### config.mk
export PLATFORM = sky130hd
export DESIGN_NAME = bit4_sum_accumulator
export DESIGN_NICKNAME = d
export VERILOG_FILES = /design/src/rtl/bit4_sum_accumulator.sv
export SDC_FILE = /design/constraint.sdc
export NUM_CORES = 1
export LEC_CHECK = 0
export CORE_MARGIN = 2
export CORE_UTILIZATION = 49
export DETAILED_ROUTE_END_ITERATION = 16
export PLACE_DENSITY = 0.94
export SETUP_SLACK_MARGIN = 0.05
export SKIP_CTS_REPAIR_TIMING = 1
export SLEW_MARGIN = 20
export SYNTH_ARGS = -nofsm -noshare
export SYNTH_HDL_FRONTEND = slang
export SYNTH_SLANG_ARGS = --single-unit
### constraint.sdc
create_clock -name clk -period 4.5 [get_ports clk]
set_clock_uncertainty 0.05 [all_clocks]
set_input_delay 0.45 -clock clk [delete_from_list [all_inputs] [get_ports clk]]
set_output_delay 0.45 -clock clk [all_outputs]
set_load 0.01 [all_outputs]
### src/rtl/bit4_sum_accumulator.sv
// Sums FRAME adder results into a frame total with a sticky wrap flag; results visible the edge after transfer.
// Backpressure: while a total is held (out_valid high) in_ready is low until out_ready takes it.
module bit4_sum_accumulator #(
    parameter int FRAME = 10,
    parameter int ACC_W = 8
) (
    input  logic             clk,
    input  logic             rst_n,
    input  logic             in_valid,
    output logic             in_ready,
    input  logic [4:0]       in_sum,
    input  logic             clear,
    output logic             out_valid,
    input  logic             out_ready,
    output logic [ACC_W-1:0] out_acc,
    output logic [3:0]       out_count,
    output logic             overflow
);

    typedef enum logic {ACCUM, HOLD} state_t;

    localparam logic [3:0] FRAME_CNT = 4'(FRAME);

    state_t           state;
    state_t           state_nx;
    logic [ACC_W-1:0] acc_nx;
    logic [3:0]       count_nx;
    logic             ovf_nx;
    logic             rdy_nx;
    logic             xfer;
    logic [ACC_W:0]   sum_ext;

    assign xfer      = in_valid && in_ready && (state == ACCUM);
    assign sum_ext   = {1'b0, out_acc} + {{(ACC_W-4){1'b0}}, in_sum};
    assign out_valid = (state == HOLD);

    always_comb begin
        state_nx = state;
        acc_nx   = out_acc;
        count_nx = out_count;
        ovf_nx   = overflow;
        rdy_nx   = in_ready;
        if (clear) begin
            // clear wins over both a sample transfer and a total handshake
            state_nx = ACCUM;
            acc_nx   = '0;
            count_nx = '0;
            ovf_nx   = 1'b0;
            rdy_nx   = 1'b1;
        end else if (state == ACCUM) begin
            rdy_nx = 1'b1;
            if (xfer) begin
                acc_nx   = sum_ext[ACC_W-1:0];
                count_nx = out_count + 4'd1;
                ovf_nx   = overflow | sum_ext[ACC_W];
                if (count_nx == FRAME_CNT) begin
                    state_nx = HOLD;
                    rdy_nx   = 1'b0;
                end
            end
        end else begin
            rdy_nx = 1'b0;
            if (out_ready) begin
                state_nx = ACCUM;
                acc_nx   = '0;
                count_nx = '0;
                ovf_nx   = 1'b0;
                rdy_nx   = 1'b1;
            end
        end
    end

    // in_ready stays low in reset and rises on the first edge afterwards
    always_ff @(posedge clk or negedge rst_n) begin
        if (!rst_n) begin
            state     <= ACCUM;
            out_acc   <= '0;
            out_count <= '0;
            overflow  <= 1'b0;
            in_ready  <= 1'b0;
        end else begin
            state     <= state_nx;
            out_acc   <= acc_nx;
            out_count <= count_nx;
            overflow  <= ovf_nx;
            in_ready  <= rdy_nx;
        end
    end

endmodule

# After elaboration in Yosys (flattened, before gate mapping)
# Cells that the tools add are included.
[totals] reg_bits=15 inputBits=10 word_cells=37
[classes] bitwise=2 addsub=2 n_eq_ne=2 reduce_logical=4 n_mux=22
[ops] op="$mux 8" count=4
[ops] op="$mux 4" count=4
[ops] op="$mux 1" count=14
[ops] op="$add 8x5->9" count=1
[ops] op="$add 4x1->4 const B" count=1
[ops] op="$eq 4x4->1 const B" count=1
[ops] op="$ne 3x3->1 const B" count=1
[ops] op="$reduce_bool 3->1" count=1
[ops] op="$logic_and 1x1->1" count=2
[ops] op="$reduce_and 2->1" count=1
[ops] op="$not 1->1" count=1
[ops] op="$or 1x1->1" count=1

# Depth between registers and ports, before layout
[logic_depth] ltp_word=6 depth_mapped=6 mapped_depth_nobuf=6

# Least setup slack after synthesis
# Ideal clock, no wire load.
[synth_timing] kind="input to register" start="input port in_sum[0]" end="register overflow" arrival_ps=1684 setup_ps=120 slack_ps=2646 t_required_ps=4330 n_path_buf=0 cell_stages=6 cell_sequence="ha_1 > fa_1 > a211o_1 > a21oi_1 > or3b_2 > a21oi_1"
[synth_between] elab_chain_len=5
[synth_rtl] item="start: declaration" line_no="11" source="input logic [4:0] in_sum,"
[synth_rtl] item="$add 8x5->9" line_no="34" source="assign sum_ext = {1'b0, out_acc} + {{(ACC_W-4){1'b0}}, in_sum};"
[synth_rtl] item="$or 1x1->1" line_no="55" source="ovf_nx = overflow | sum_ext[ACC_W];"
[synth_rtl] item="$mux 1" line_no="52" source="if (xfer) begin"
[synth_rtl] item="$mux 1" line_no="50" source="end else if (state == ACCUM) begin"
[synth_rtl] item="$mux 1" line_no="43" source="if (clear) begin"
[synth_rtl] item="end signal: assignment" line_no="85" source="overflow <= ovf_nx;"
[synth_rtl] item="end: declaration" line_no="17" source="output logic overflow"
# No other way between the ends. The select of a mux whose other input is x is not followed.
# A chain may end at the register's enable or synchronous reset.

# Worst setup path in the final report
[layout_timing] start="input port in_sum[2]" end="register out_acc[7]"
[layout_between] elab_chain_len=4
[layout_rtl] item="$add 8x5->9" line_no="34"
[layout_rtl] item="$mux 8" line_no="52"
[layout_rtl] item="$mux 8" line_no="50"
[layout_rtl] item="$mux 8" line_no="43"
[layout_rtl] item="end signal: assignment" line_no="83" source="out_acc <= acc_nx;"
[layout_rtl] item="end: declaration" line_no="15" source="output logic [ACC_W-1:0] out_acc,"
# No other way between the ends. The select of a mux whose other input is x is not followed.

==> impl_metrics.ini <==
[status]
status = complete, no violations

[run]
drv_cap = 0

[drt]
num_vias = 766
wl_per_cell_um = 14.9
routed_wl_um = 2020
dr.pass1.iters = 4
drc_errors = 0
final_antenna_net_count = 0
vias_per_cell = 5.67
drtIter0Drc = 10

[power_and_ir_drop]
power.leakage_nw = 0.505
p_per_area_nw_per_um2 = 281
peakVddDrop_mv = 0.163

[synth]
ys_async_sr_fraction = 1.00
synth.top_cell.area_share = 0.430
syn_avg_cell_area_um2 = 10.5
synthTopCellsByArea = dfrtp_1 43%, ha_1 10%, a21oi_1 3.4%
synth_edf_count = 0
netlist_instances = 83
yosys_warnings = 0
yosysTopAreaCell = dfrtp_1
seq_area_frac_synth = 0.430
synthesis.nets = 101
yosysUniqueCellTypes = 30
synthMostInstantiatedCell = dfrtp_1
synthFlopType = dfrtp_1
synth-seq-cells = 15
syn_area_um2 = 872
synth_common_cells = 15 x dfrtp_1, 7 x ha_1, 6 x a21oi_1, 6 x nand2_1, 6 x o21ai_0

[floorplan]
dieArea_um2 = 2130
die_h_um = 46.2
start_util = 0.511
rows = 15
io-pin-count = 25
core_area_um2 = 1710
die_w_um = 46.2

[timing]
relSlewSlack = 0.430
finalSetupViolations = 0
finalHoldViolCount = 0
fin_crit_sh = 0.463
tns_ps = 0
maxSlewViolCount = 0
post-route-min-period_ps = 2090
tightest_slew_ps = 851
fmax_mhz = 480
rsz0062_at_grt = false

[hold_path]
hold_path_class = flip-flop to flip-flop
hp-start = out_acc[4]
holdPathStages = 2
min_to = out_acc[4]

[final_layout]
multi_input_area_um2 = 480
nFillCells = 137
diodes = 0
num-nets-final = 129
layout.cells.non_filler = 135
seqCellArea_um2 = 375
syn_to_final_growth_pct = 33.6
drive_above_1_share = 0.0727

[placement]
dp_cells = 131
gp_congestion = 0.823
dp_hpwl_um = 1570
port_buffers = 24

[critical_path]
worstReg2RegEnd = out_acc[5]
setup.worst_path.end_class = flip-flop
cp.arrival_ps = 2250
r2r_cells = 4
r2r_setup_slack_ps = 2580
worstPathCellList = clkdlybuf4s50_1, ha_1, o21ai_0, o21a_1, or4_1, a21oi_1
crit_type = input port to flip-flop
worstPathRequired_ps = 4660
cpPeakStageDelay_ps = 490
cpMaxStageDelayCell = or4_1
crit-reg2reg-launch = out_valid
startpoint_type = input port
cp_max_fo = 5

[global_routing]
grt_pass1_vias = 756
grt_max_degree = 16
track_usage = 0.213
grt_pass1_wl_um = 3180
antenna_found_initial = 0
grt-ovfl-total = 0

[clock_network]
clock_path_buffers = 2
clk_pin_slew_ps = 80
h-tree-depth = 1
cts_tree = yes
cts_sinks = 15
numCtsBuffers = 3
cts_root_buf = clkbuf_4
insertion_delay_ps = 290
how the worst max path moves through the flow:
stage	start	to	slack (ps)
final	in_sum[2]	out_acc[7]	2410
after global routing	clear	out_acc[5]	2300
after CTS	in_sum[2]	out_acc[5]	2390
after detailed placement	in_sum[0]	out_acc[6]	2100
after global placement	in_sum[0]	overflow	2170
after floorplan	in_sum[0]	overflow	2650
stage by stage:
stage	power, mW	instance area (um^2)	hold WS (ps)	utilization	setup WS [ps]
6_report	0.327	1160	474	0.682	2410
5_1_grt	0.345	1160	525	0.682	2300
4_1_cts	0.329	1160	478	0.682	2390
3_5_place_dp	0.251	1140	458	0.667	2100
3_3_place_gp	0.246	1140	443	0.667	2170
2_1_floorplan	0.209	872	104	-	2650
layer usage:
metal  track usage  part of all wire
met5             0                 0
met4         0.103             0.018
met3        0.0235             0.026
met2         0.375              0.51
met1         0.255              0.44
cell usage in the layout (no fill, tap or decap), types with 2 or more instances in the layout:
cell,instances
clkbuf_4,3
xnor2_1,2
a21o_1,3
a21oi_1,6
dfrtp_1,15
xor2_1,2
inv_1,3
o21ai_0,6
nor2_1,5
a22o_1,3
or4_1,3
o31ai_1,3
ha_1,7
o21a_1,2
clkdlybuf4s50_1,24
nand2_1,6
a211oi_1,2
kinds of logic (layout without fill, tap and decap cells):
family                     count (synthesis)  in the layout  share of synthesized area
xor gates and xnor gates                   4              4                     0.0402
buffers and inverters                      4             31                     0.0186
AOI/OAI and AO/OA                         32             32                      0.265
adders and majority gates                  8              8                      0.123
DFF                                       15             15                      0.430
and+or+nand+nor                           20             20                      0.122
power breakdown:
part           switching, mW  internal (mW)
clock                 0.0449         0.0345
sequential           0.00954          0.143
combinational         0.0466         0.0485
total                  0.101          0.226
worst max-delay path, delay by kind of cell:
family	cells	cell delay [ps]
and+or+nand+nor	1	490
AOI/OAI and AO/OA	3	520
adders and majority gates	1	370
buffers and inverters	1	410
state kept, by name, summed over array words and instances, names as in the netlist:
name       cells
overflow       1
out_valid      1
in_ready       1
out_acc        8
out_count      4
area by class of cell:
type,instances,area share
multi-input combinational,64,0.412
sequential,15,0.322
timing repair buffer,24,0.206
tap,25,0.0269
clock buffer,4,0.0226
inverter,3,0.00967
(Power assumes the default switching activity.)
